<file path="src/rtl/nand_equiv_sweeper.sv">
`timescale 1ns/1ps
// ----------------------------------------------------------------------------
// nand_equiv_sweeper
//
// Sequential equivalence sweeper for NAND-only logic. It walks every operand
// pair (a, b) of WIDTH bits each and applies both to two paths:
//   * a structural network built only from 2-input NAND cells, per bit
//   * a plain behavioural expression for the same function
// The two results go through a one-deep compare stage. The block counts the
// mismatches, records the first failing vector and raises a pass flag.
//
// Parameters:
//   WIDTH            operand width in bits (1..8)
//
// Ports:
//   clk              rising-edge clock
//   rst_n            asynchronous active-low reset
//   start            sweep request, sampled only in IDLE
//   op[2:0]          0 AND, 1 OR, 2 NAND, 3 NOR, 4 XOR, 5 XNOR, 6 NOT a,
//                    7 illegal (rejected with err)
//   abort            synchronous cancel of a running sweep
//   busy             high while vectors are being issued (RUN)
//   done             one-cycle pulse at sweep completion
//   pass             1 when the completed sweep saw no mismatches
//   err              one-cycle pulse when start is sampled with op==7
//   mismatch_cnt     mismatches in the current or last sweep
//   first_fail_valid a mismatch has been captured in this sweep
//   first_fail_a/b   operands of the first mismatch
//
// Optional feature (macro NAND_FAULT_INJ_EN):
//   fault_en         when latched high, invert one structural result bit
//   fault_sel[2:0]   index of the bit to invert; >= WIDTH inverts nothing
//   Both are latched when a start is accepted. With the macro undefined
//   these ports do not exist and the structural path is untouched.
// ----------------------------------------------------------------------------
module nand_equiv_sweeper #(
    parameter int WIDTH = 4
) (
    input  logic               clk,
    input  logic               rst_n,
    input  logic               start,
    input  logic [2:0]         op,
    input  logic               abort,
`ifdef NAND_FAULT_INJ_EN
    input  logic               fault_en,
    input  logic [2:0]         fault_sel,
`endif
    output logic               busy,
    output logic               done,
    output logic               pass,
    output logic               err,
    output logic [2*WIDTH:0]   mismatch_cnt,
    output logic               first_fail_valid,
    output logic [WIDTH-1:0]   first_fail_a,
    output logic [WIDTH-1:0]   first_fail_b
);

    localparam int             CW         = 2 * WIDTH + 1;
    localparam int             N          = 1 << (2 * WIDTH);
    localparam logic [CW-1:0]  LAST_IDX   = CW'(N - 1);
    localparam logic [2:0]     OP_ILLEGAL = 3'd7;

    typedef enum logic [1:0] {
        ST_IDLE,
        ST_RUN,
        ST_FLUSH,
        ST_DONE
    } state_t;

    state_t state_q, state_d;

    logic [CW-1:0]    idx_q;
    logic [2:0]       op_q;

    logic             stg_valid_q;
    logic [WIDTH-1:0] stg_a_q;
    logic [WIDTH-1:0] stg_b_q;
    logic [WIDTH-1:0] stg_struct_q;
    logic [WIDTH-1:0] stg_ref_q;

    logic             accept;
    logic             reject;
    logic             issue;
    logic             finish;

    logic [WIDTH-1:0] cur_a;
    logic [WIDTH-1:0] cur_b;

    logic [WIDTH-1:0] s_and, s_or, s_nand, s_nor, s_xor, s_xnor, s_nota;
    logic [WIDTH-1:0] struct_sel;
    logic [WIDTH-1:0] struct_res;
    logic [WIDTH-1:0] ref_res;

`ifdef NAND_FAULT_INJ_EN
    logic             fault_en_q;
    logic [2:0]       fault_sel_q;
    logic [WIDTH-1:0] fault_mask;
`endif

    // The single primitive the structural network is allowed to use.
    function automatic logic nand2(input logic x, input logic y);
        return ~(x & y);
    endfunction

    // The vector index is split so a is the high half and b the low half;
    // walking idx upward therefore enumerates every (a, b) pair once.
    assign cur_a = idx_q[2*WIDTH-1:WIDTH];
    assign cur_b = idx_q[WIDTH-1:0];

    // Per-bit NAND-only network. Every function is derived from the same
    // handful of NAND cells, so a wiring mistake in a shared cell shows up
    // across several ops at once.
    for (genvar i = 0; i < WIDTH; i++) begin : g_nand_net
        logic n_ab, n_a, n_b, n_xa, n_xb;

        assign n_ab      = nand2(cur_a[i], cur_b[i]);
        assign n_a       = nand2(cur_a[i], cur_a[i]);
        assign n_b       = nand2(cur_b[i], cur_b[i]);
        assign n_xa      = nand2(cur_a[i], n_ab);
        assign n_xb      = nand2(cur_b[i], n_ab);

        assign s_nand[i] = n_ab;
        assign s_and[i]  = nand2(n_ab, n_ab);
        assign s_nota[i] = n_a;
        assign s_or[i]   = nand2(n_a, n_b);
        assign s_nor[i]  = nand2(s_or[i], s_or[i]);
        assign s_xor[i]  = nand2(n_xa, n_xb);
        assign s_xnor[i] = nand2(s_xor[i], s_xor[i]);
    end

    // Pick the structural output that corresponds to the latched function.
    // The illegal code never reaches RUN, so its arm is only a default.
    always_comb begin
        struct_sel = '0;
        case (op_q)
            3'd0:    struct_sel = s_and;
            3'd1:    struct_sel = s_or;
            3'd2:    struct_sel = s_nand;
            3'd3:    struct_sel = s_nor;
            3'd4:    struct_sel = s_xor;
            3'd5:    struct_sel = s_xnor;
            3'd6:    struct_sel = s_nota;
            default: struct_sel = '0;
        endcase
    end

`ifdef NAND_FAULT_INJ_EN
    // Build a one-hot flip mask from the latched fault selection. A select
    // beyond the operand width matches no bit, so nothing is inverted.
    always_comb begin
        fault_mask = '0;
        for (int i = 0; i < WIDTH; i++) begin
            if (fault_en_q && (fault_sel_q == 3'(i))) begin
                fault_mask[i] = 1'b1;
            end
        end
    end

    assign struct_res = struct_sel ^ fault_mask;
`else
    assign struct_res = struct_sel;
`endif

    // Behavioural reference: the function written as a plain expression.
    always_comb begin
        ref_res = '0;
        case (op_q)
            3'd0:    ref_res = cur_a & cur_b;
            3'd1:    ref_res = cur_a | cur_b;
            3'd2:    ref_res = ~(cur_a & cur_b);
            3'd3:    ref_res = ~(cur_a | cur_b);
            3'd4:    ref_res = cur_a ^ cur_b;
            3'd5:    ref_res = ~(cur_a ^ cur_b);
            3'd6:    ref_res = ~cur_a;
            default: ref_res = '0;
        endcase
    end

    // State register for the sweep controller.
    always_ff @(posedge clk or negedge rst_n) begin
        if (!rst_n) begin
            state_q <= ST_IDLE;
        end else begin
            state_q <= state_d;
        end
    end

    // Next-state logic plus the strobes the datapath acts on. Abort only
    // matters while a sweep is in flight; in IDLE a start always wins.
    always_comb begin
        state_d = state_q;
        accept  = 1'b0;
        reject  = 1'b0;
        issue   = 1'b0;
        finish  = 1'b0;
        case (state_q)
            ST_IDLE: begin
                if (start && (op != OP_ILLEGAL)) begin
                    accept  = 1'b1;
                    state_d = ST_RUN;
                end else if (start) begin
                    reject  = 1'b1;
                end
            end
            ST_RUN: begin
                if (abort) begin
                    state_d = ST_IDLE;
                end else begin
                    issue = 1'b1;
                    if (idx_q == LAST_IDX) begin
                        state_d = ST_FLUSH;
                    end
                end
            end
            ST_FLUSH: begin
                if (abort) begin
                    state_d = ST_IDLE;
                end else begin
                    state_d = ST_DONE;
                end
            end
            ST_DONE: begin
                finish  = 1'b1;
                state_d = ST_IDLE;
            end
            default: state_d = ST_IDLE;
        endcase
    end

    assign busy = (state_q == ST_RUN);

    // Datapath: operand latch, vector index, compare stage and result
    // registers. The compare stage is cleared whenever nothing is issued,
    // which also drops the in-flight vector on the abort edge's successor.
    // The index parks at the last vector instead of wrapping around.
    always_ff @(posedge clk or negedge rst_n) begin
        if (!rst_n) begin
            idx_q            <= '0;
            op_q             <= '0;
            stg_valid_q      <= 1'b0;
            stg_a_q          <= '0;
            stg_b_q          <= '0;
            stg_struct_q     <= '0;
            stg_ref_q        <= '0;
            mismatch_cnt     <= '0;
            first_fail_valid <= 1'b0;
            first_fail_a     <= '0;
            first_fail_b     <= '0;
            done             <= 1'b0;
            pass             <= 1'b0;
            err              <= 1'b0;
`ifdef NAND_FAULT_INJ_EN
            fault_en_q       <= 1'b0;
            fault_sel_q      <= '0;
`endif
        end else begin
            err  <= reject;
            done <= finish;

            if (stg_valid_q && (stg_struct_q != stg_ref_q)) begin
                mismatch_cnt <= mismatch_cnt + 1'b1;
                if (!first_fail_valid) begin
                    first_fail_valid <= 1'b1;
                    first_fail_a     <= stg_a_q;
                    first_fail_b     <= stg_b_q;
                end
            end

            if (issue) begin
                stg_valid_q  <= 1'b1;
                stg_a_q      <= cur_a;
                stg_b_q      <= cur_b;
                stg_struct_q <= struct_res;
                stg_ref_q    <= ref_res;
                if (idx_q != LAST_IDX) begin
                    idx_q <= idx_q + 1'b1;
                end
            end else begin
                stg_valid_q  <= 1'b0;
            end

            if (accept) begin
                op_q             <= op;
                idx_q            <= '0;
                mismatch_cnt     <= '0;
                first_fail_valid <= 1'b0;
                first_fail_a     <= '0;
                first_fail_b     <= '0;
                pass             <= 1'b0;
`ifdef NAND_FAULT_INJ_EN
                fault_en_q       <= fault_en;
                fault_sel_q      <= fault_sel;
`endif
            end

            if (finish) begin
                pass <= (mismatch_cnt == '0);
            end
        end
    end

endmodule

</file>
<file path="config.mk">
export PLATFORM = sky130hd
export DESIGN_NAME = nand_equiv_sweeper
export DESIGN_NICKNAME = d
export VERILOG_FILES = /design/src/rtl/nand_equiv_sweeper.sv
export SDC_FILE = /design/constraint.sdc
export NUM_CORES = 1
export LEC_CHECK = 0
export ABC_AREA = 1
export CAP_MARGIN = 20
export CORE_MARGIN = 5
export CORE_UTILIZATION = 50
export CTS_CLUSTER_DIAMETER = 120
export DETAILED_ROUTE_END_ITERATION = 6
export PLACE_DENSITY_LB_ADDON = 0.12
export SLEW_MARGIN = 0
export SYNTH_ARGS = -nofsm -noshare
export SYNTH_HDL_FRONTEND = slang
export SYNTH_SLANG_ARGS = --single-unit
</file>
<file path="constraint.sdc">
create_clock -name clk -period 3.8 [get_ports clk]
set_clock_uncertainty 0.05 [all_clocks]
set_input_delay 0.95 -clock clk [delete_from_list [all_inputs] [get_ports clk]]
set_output_delay 0.95 -clock clk [all_outputs]
set_load 0.03 [all_outputs]
</file>
==> impl_metrics.csv, run 1 <==
group,metric,value,unit
flow_run,drv_cap,0,
sta,setup_tns,0,ns
drt,wl,6144,um
cells_and_area,n_antenna_cell,0,
setup_path,crit_type,"flip-flop to primary output",
clock_tree,cts.sinks,52,
setup_path,startpoint_type,"flip-flop",
clock_tree,clk-insertion-delay-late,0.30,ns
synth,synthArstFlopShare,1.000,
clock_tree,cts_tree,"yes",
cells_and_area,drive_above_1_share,0.06634,
floorplanning,die-area,7446,um2
grt,grt_start_max_net_pins,35,
sta,finalCritPeriodShare,0.6947,
grt,grtUsageTotal,0.1754,
clock_tree,ctsRootBufferMaster,"clkbuf_8",
sta,grt_setup_unrepaired,"false",
pwr,p_leak,1.678,nW
pwr,p_per_area,672.1,nW/um2
setup_path,cpMaxStageDelayCell,"clkdlybuf4s50_1",
place,hpwl,4422,um
drt,drt-pass1-iter-count,5,
sta,relSlewSlack,0.6900,
synth,postSynthAreaPerCell,7.679,um2
grt,grt_pass1_vias,2312,
drt,ant_nets,0,
floorplanning,row_count,27,
grt,antenna_found_initial,0,
sta,slew_violations,0,
drt,via_count,2444,
cells_and_area,final_util,0.6007,
setup_path,crit_family,"buffers and inverters",
cells_and_area,final_cell_mix,"104 x nand2_1, 52 x dfrtp_1, 51 x inv_1",
drt,drc,0,
setup_path,cp.arrival,1.64,ns
setup_path,cp.required,2.80,ns
floorplanning,core_area,5574,um2
status,status,"finished, final reports clean",
setup_path,cp_num_cells,2,
clock_tree,cts_setup_buffers,0,
sta,fin_crit,2.640,ns
synth,synth_edf_count,0,
cells_and_area,final_common_cell,"nand2_1",
setup_path,crit_fanout,4,
clock_tree,ctsLongestPathBuffers,2,
synth,syn_nets,398,
synth,ys_seq_area_frac,0.4471,
setup_path,crit_buf_inv,1,
place,io_buffer_count,28,
floorplanning,io-pin-count,29,
synth,synth_warnings,0,
cells_and_area,area_growth,15.05,%
drt,vias_per_cell,5.102,
sta,setup-violations-final,0,
setup_path,end_kind,"primary output",
cells_and_area,final_nets,425,
pwr,peakVddDrop,388.2,uV
setup_path,crit_chain,"nor2_4 -> clkdlybuf4s50_1",
synth,syn-cell-area,2910,um2
place,dp_slack,1.178,ns
grt,grt.overflow.total,0,
synth,synth_ff_type,"dfrtp_1",
synth,synth_seq_cells,52,
synth,syn_inst,379,
min_path,hp-class,"flip-flop to flip-flop",
clock_tree,h-tree-depth,2,
clock_tree,clk_pin_slew_worst_paths,0.09,ns
floorplanning,die_y,86.29,um
floorplanning,initial_core_util,0.5221,
sta,worst-slew-pin-transition,0.4638,ns
grt,grt_pass1_wl,10610,um
drt,dr.first_iter.drc_count,94,
sta,fin_ws,1.160,ns
floorplanning,die_w,86.29,um
drt,routedWlPerCell,12.83,um
clock_tree,cts_resized,0,
setup_path,rr_worst_depth,10,
clock_tree,hold_buffers,0,
sta,hold_viol,0,
setup_path,max_stage_delay,0.69,ns
sta,fmax,378.8,MHz
place,place.gp.congestion,0.8928,
synth,synth.distinct_cells,32,
min_path,min_path_cells,2,
clock_tree,cts_buffers,5,
kinds of logic after synthesis:
kind of cell,Yosys count,share of synthesized area
simple gates,216,0.3384
flops,52,0.4471
fa+ha+maj,12,0.05159
buf+inv,62,0.08856
compound gates,34,0.06535
xor+xnor,3,0.009030
power by group:
part	switching (mW)	total [mW]	internal (mW)
Combinational	0.648	0.996	0.347
Clock	0.183	0.398	0.216
Sequential	0.155	0.857	0.701
Yosys cell counts, types with 2 or more instances:
cell type / number / area (um2)
nand2_1: 104 / 390.4
dfrtp_1: 52 / 1301
inv_1: 51 / 191.4
nor2_1: 45 / 168.9
nand3_1: 38 / 190.2
o21ai_0: 20 / 100.1
ha_1: 12 / 150.1
nor3_1: 8 / 40.04
a21oi_1: 7 / 35.03
nand4_1: 7 / 43.79
buf_2: 6 / 30.03
nand2_4: 3 / 33.78
nor2_4: 3 / 33.78
buf_4: 2 / 15.01
nand3_2: 2 / 20.02
o21ai_1: 2 / 10.01
xor2_1: 2 / 17.52
through the flow:
| stage | cells | hold slack, ns | total power, mW | cell area (um2) |
|---|---|---|---|---|
| floorplan | 379 | 0.4030 | 1.570 | 2910 |
| global placement | 471 | 0.4225 | 1.846 | 3227 |
| detailed placement | 471 | 0.4271 | 1.864 | 3227 |
| CTS | 479 | 0.4507 | 2.273 | 3348 |
| global route | 479 | 0.4737 | 2.439 | 3348 |
| finish | 479 | 0.4485 | 2.250 | 3348 |
metal layers:
metal,vias to the layer above,part of all wire,routed length (um),GRT usage
met5,-,0,0,0
met4,0,0.016,96,0.05382
met3,11,0.042,261,0.03137
met2,58,0.47,2899,0.2866
met1,1115,0.47,2886,0.2379
li1,1260,-,-,-
state kept, by name (all words and copies together) (netlist names), 2 cells and up:
signal	count
stg_b_q	4
stg_a_q	4
first_fail_b	4
stg_struct_q	4
idx_q	9
op_q	3
mismatch_cnt	9
state_q	2
stg_ref_q	4
first_fail_a	4
final cells by class:
cell class              instances  area, um2
clock buffers                   6      82.58
clock inverters                 2      38.79
fillers                       535       2226
inverters                      53      201.4
multi-input cells             265       1351
flip-flops and latches         52       1301
well taps                      72      90.09
repair buffers                 29      282.8
path summary, 6_finish.rpt:
check / start / endpoint / slack [ns]
setup / recovery: state_q[1] / busy / 1.16
hold / removal: stg_b_q[3] / stg_b_q[3] / 0.45
setup reg to reg: idx_q[3] / idx_q[3] / 1.89
hold reg to reg: stg_b_q[3] / stg_b_q[3] / 0.45
max in group asynchronous: rst_n / stg_a_q[2] / 2.38
min in group asynchronous: rst_n / stg_struct_q[3] / 0.53
tightest hold or removal path: stages, from the launching register on:
cell,delay (ns)
dfrtp_1,0.36
nand2_1,0.05
o21ai_0,0.06
(Power assumes the default switching activity.)
==> run 2, diff against run 1 <==
Clock period 3.8 ns to 2.15 ns, I/O delays scaled along.
==> impl_metrics.csv, run 2 (synthesis results as in run 1) <==
group,metric,value,unit
status,status,"finished, final reports clean",
clock_tree,cts_buffers,5,
drt,vias_per_cell,5.103,
floorplanning,initial_core_util,0.5221,
drt,routedWlPerCell,12.54,um
floorplanning,row_count,27,
setup_path,end_kind,"primary output",
cells_and_area,fin_area,3430,um2
setup_path,cp.required,1.56,ns
clock_tree,ctsLongestPathBuffers,2,
cells_and_area,final_common_cell,"nand2_1",
setup_path,r2r_slack,0.27,ns
clock_tree,cts_setup_buffers,0,
setup_path,crit_family,"buffers and inverters",
sta,relSlewSlack,0.7120,
floorplanning,die-area,7446,um2
setup_path,max_stage_delay,0.71,ns
sta,fin_worst_hold_slack,0.1512,ns
sta,grt_setup_unrepaired,"false",
cells_and_area,fillCellCount,489,
cells_and_area,register_area,1301,um2
sta,hold_viol,0,
grt,grt.overflow.total,0,
sta,finalCritPeriodShare,0.9673,
cells_and_area,n_antenna_cell,0,
setup_path,crit_chain,"clkdlybuf4s50_1",
cells_and_area,drive_above_1_share,0.08454,
setup_path,crit_buf_inv,1,
clock_tree,cts.sinks,52,
setup_path,startpoint_type,"flip-flop",
clock_tree,clk-insertion-delay-late,0.31,ns
cells_and_area,area_growth,17.84,%
sta,slew_violations,0,
clock_tree,ctsRootBufferMaster,"clkbuf_8",
setup_path,crit_type,"flip-flop to primary output",
grt,grt_start_max_net_pins,53,
clock_tree,cts_tree,"yes",
cells_and_area,final_nets,432,
pwr,peakVddDrop,605.2,uV
grt,grt_pass1_vias,2331,
clock_tree,clk_pin_slew_worst_paths,0.10,ns
setup_path,cp.arrival,1.49,ns
drt,dr.first_iter.drc_count,95,
setup_path,cpMaxStageDelayCell,"clkdlybuf4s50_1",
cells_and_area,multiInputGateArea,1354,um2
flow_run,drv_cap,0,
cells_and_area,final_cell_mix,"104 x nand2_1, 52 x dfrtp_1, 51 x inv_1",
grt,antenna_found_initial,0,
floorplanning,core_area,5574,um2
setup_path,crit_fanout,6,
drt,drt-pass1-iter-count,4,
place,io_buffer_count,28,
sta,setup_tns,0,ns
place,dpl_cell_area,3292,um2
grt,grtUsageTotal,0.1775,
cells_and_area,reg_top3,"idx_q (9), mismatch_cnt (9)",
place,hpwl,4486,um
floorplanning,die_w,86.29,um
sta,worst-slew-pin-transition,0.4310,ns
place,place.gp.congestion,0.8709,
drt,wl,6093,um
drt,via_count,2480,
grt,grt_pass1_wl,10670,um
min_path,hp-class,"input port to asynchronous set/reset pin",
pwr,p_leak,1.728,nW
sta,fmax,480.8,MHz
sta,fin_crit,2.080,ns
clock_tree,h-tree-depth,2,
floorplanning,die_y,86.29,um
sta,setup-violations-final,0,
drt,drc,0,
pwr,p_per_area,1200,nW/um2
drt,ant_nets,0,
floorplanning,io-pin-count,29,
-- run 2: final timing paths --
kind | startpoint | to | cells past startpoint
min reg2reg | stg_b_q[0] | stg_b_q[0] | 2
max in group asynchronous | rst_n | pass | 2
max reg2reg | idx_q[4] | idx_q[5] | 11
max | mismatch_cnt[3] | mismatch_cnt[3] | 1
min | rst_n | err | 2
min in group clk | stg_b_q[0] | stg_b_q[0] | 2
-- run 2: routing by layer --
metal  vias up  share of wire  GRT usage
met2        54           0.46     0.2845
met4         0          0.014    0.04958
li1       1271              -          -
met1      1146           0.48     0.2465
met5         -              0          0
met3         9          0.051    0.03422
-- run 2: stage by stage --
| stage | setup slack [ns] | cells | power [mW] | utilization |
|---|---|---|---|---|
| finish | 0.07033 | 486 | 4.115 | 0.6153 |
| global route | 0.0008858 | 486 | 4.437 | 0.6153 |
| CTS | 0.06049 | 486 | 4.146 | 0.6148 |
| detailed placement | 0.1923 | 478 | 3.331 | 0.5906 |
| global placement | 0.2253 | 478 | 3.311 | 0.5906 |
| floorplan | 0.4821 | 379 | 2.775 | - |
-- run 2: cell type report --
type                            instances  share of cell area
Multi-Input combinational cell        265              0.3947
Sequential cell                        52              0.3794
Timing Repair Buffer                   36              0.1007
Inverter                               53             0.05874
Tap cell                               72             0.02627
Clock buffer                            5             0.02007
Clock inverter                          3             0.02007
-- run 2: repair_timing --
item | CTS | global route
hold buffers | 0 | 0
endpoints found under the setup margin | 2 | 2
gates resized for setup | 2 | 1
-- run 2: power by group --
part / switching [mW] / leakage, nW / internal (mW)
Combinational: 1.14 / 0.967 / 0.641
Clock: 0.346 / 0.0687 / 0.469
Sequential: 0.278 / 0.692 / 1.24
==> run 3, diff against run 2 <==
Settings changed: CAP_MARGIN 20 to 15, RECOVER_POWER from default to 100.
Clock period 2.15 ns to 2.3 ns, I/O delays scaled along.
==> impl_metrics.csv, run 3 (synthesis results as in run 1) <==
group,metric,value,unit
pwr,p_leak,1.730,nW
sta,relSlewSlack,0.2971,
sta,worst-slew-pin-transition,1.054,ns
clock_tree,clk_pin_slew_worst_paths,0.10,ns
grt,grt_pass1_vias,2390,
flow_run,drv_cap,0,
clock_tree,h-tree-depth,2,
sta,hold_viol,0,
sta,fmax,457.9,MHz
pwr,p_per_area,1087,nW/um2
sta,slew_violations,0,
cells_and_area,drive_above_1_share,0.05353,
grt,grtUsageTotal,0.1846,
place,io_buffer_count,28,
floorplanning,die_w,86.29,um
setup_path,crit_type,"flip-flop to primary output",
clock_tree,clk-insertion-delay-late,0.31,ns
sta,fin_crit,2.184,ns
grt,grt_start_max_net_pins,43,
status,status,"finished, final reports clean",
drt,vias_per_cell,5.083,
setup_path,cpMaxStageDelayCell,"dlygate4sd3_1",
setup_path,cp.required,1.67,ns
place,place.gp.congestion,0.8550,
clock_tree,cts_setup_buffers,0,
cells_and_area,n_antenna_cell,0,
floorplanning,io-pin-count,29,
min_path,hp-class,"input port to asynchronous set/reset pin",
cells_and_area,final_cell_mix,"104 x nand2_1, 52 x dfrtp_1, 51 x inv_1",
setup_path,crit_fanout,6,
clock_tree,cts_buffers,5,
drt,via_count,2455,
pwr,p_total,3.570,mW
cells_and_area,area_growth,12.81,%
grt,grt.overflow.total,0,
floorplanning,die-area,7446,um2
grt,antenna_found_initial,0,
floorplanning,initial_core_util,0.5221,
setup_path,max_stage_delay,0.77,ns
cells_and_area,reg_top3,"idx_q (9), mismatch_cnt (9)",
setup_path,crit_buf_inv,1,
drt,wl,6278,um
place,hpwl,4638,um
drt,routedWlPerCell,13.00,um
cells_and_area,fillCellCount,548,
cells_and_area,final_common_cell,"nand2_1",
pwr,peakVddDrop,478.9,uV
setup_path,end_kind,"primary output",
clock_tree,ctsRootBufferMaster,"clkbuf_8",
setup_path,r2r-end,"idx_q[7]",
cells_and_area,stdcell_count,483,
sta,setup_tns,0,ns
drt,drc,0,
floorplanning,core_area,5574,um2
setup_path,cp.arrival,1.56,ns
drt,drt-pass1-iter-count,4,
drt,ant_nets,0,
floorplanning,die_y,86.29,um
sta,setup-violations-final,0,
floorplanning,row_count,27,
place,placed_cells,475,
setup_path,r2r_slack,0.29,ns
clock_tree,cts.sinks,52,
drt,dr.first_iter.drc_count,99,
setup_path,startpoint_type,"flip-flop",
clock_tree,ctsLongestPathBuffers,2,
sta,finalCritPeriodShare,0.9496,
setup_path,crit_chain,"dlygate4sd3_1",
sta,grt_setup_unrepaired,"false",
grt,grt_pass1_wl,11040,um
clock_tree,cts_tree,"yes",
setup_path,rr_worst_depth,6,
setup_path,rr_startpoint,"state_q[1]",
clock_tree,hold_buffers,0,
setup_path,crit_family,"buffers and inverters",
cells_and_area,final_nets,429,
-- run 3: through the flow --
stage	setup WS, ns	util	area [um2]	hold WS [ns]
floorplan	0.6321	-	2910	0.2294
global placement	0.2827	0.5865	3269	0.4204
detailed placement	0.2529	0.5865	3269	0.4182
CTS	0.03306	0.6038	3366	0.07625
global route	0.06595	0.5890	3283	0.2236
finish	0.1160	0.5890	3283	0.1756
-- run 3: layout make-up --
class	count	area, um2	share of cell area
Sequential cell	52	1301	0.3963
Clock inverter	2	13.76	0.004192
Timing Repair Buffer	33	296.5	0.09032
Tap cell	72	90.09	0.02744
Multi-Input combinational cell	265	1300	0.3960
Inverter	53	198.9	0.06059
Clock buffer	6	82.58	0.02515
-- run 3: per-layer routing --
layer  routed length (um)  track usage  vias up
met5                    0            0        -
met4                   70      0.05382        0
met3                  183      0.03042        8
met2                 3016       0.2978       33
met1                 3009       0.2571     1151
li1                     -            -     1263
-- run 3: worst max path at each step --
| stage | start | to | cells after the start |
|---|---|---|---|
| after floorplan | idx_q[0] | idx_q[5] | 12 |
| after global placement | abort | idx_q[4] | 8 |
| after detailed placement | op[0] | mismatch_cnt[7] | 7 |
| after CTS | state_q[1] | busy | 2 |
| after global routing | abort | idx_q[5] | 7 |
| final | mismatch_cnt[3] | mismatch_cnt[3] | 1 |
-- run 3: timing repair --
action / 4_1_cts / 5_1_grt
setup endpoints to repair: 0 / 1
endpoints found under the hold margin: 0 / 0
gates resized for setup: 0 / 1
-- run 3: power breakdown --
part	internal [mW]	total (mW)	leakage, nW	switching (mW)
sequential	1.16	1.41	0.692	0.254
clock	0.247	0.560	0.0516	0.313
combinational	0.527	1.60	0.986	1.07
-- run 3: worst reg2reg max path: cells and delay by family, from the launching register on --
kind	cells	cell delay, ns
simple gates	3	0.80
compound gates	2	0.51
flops	1	0.44
buf+inv	1	0.10
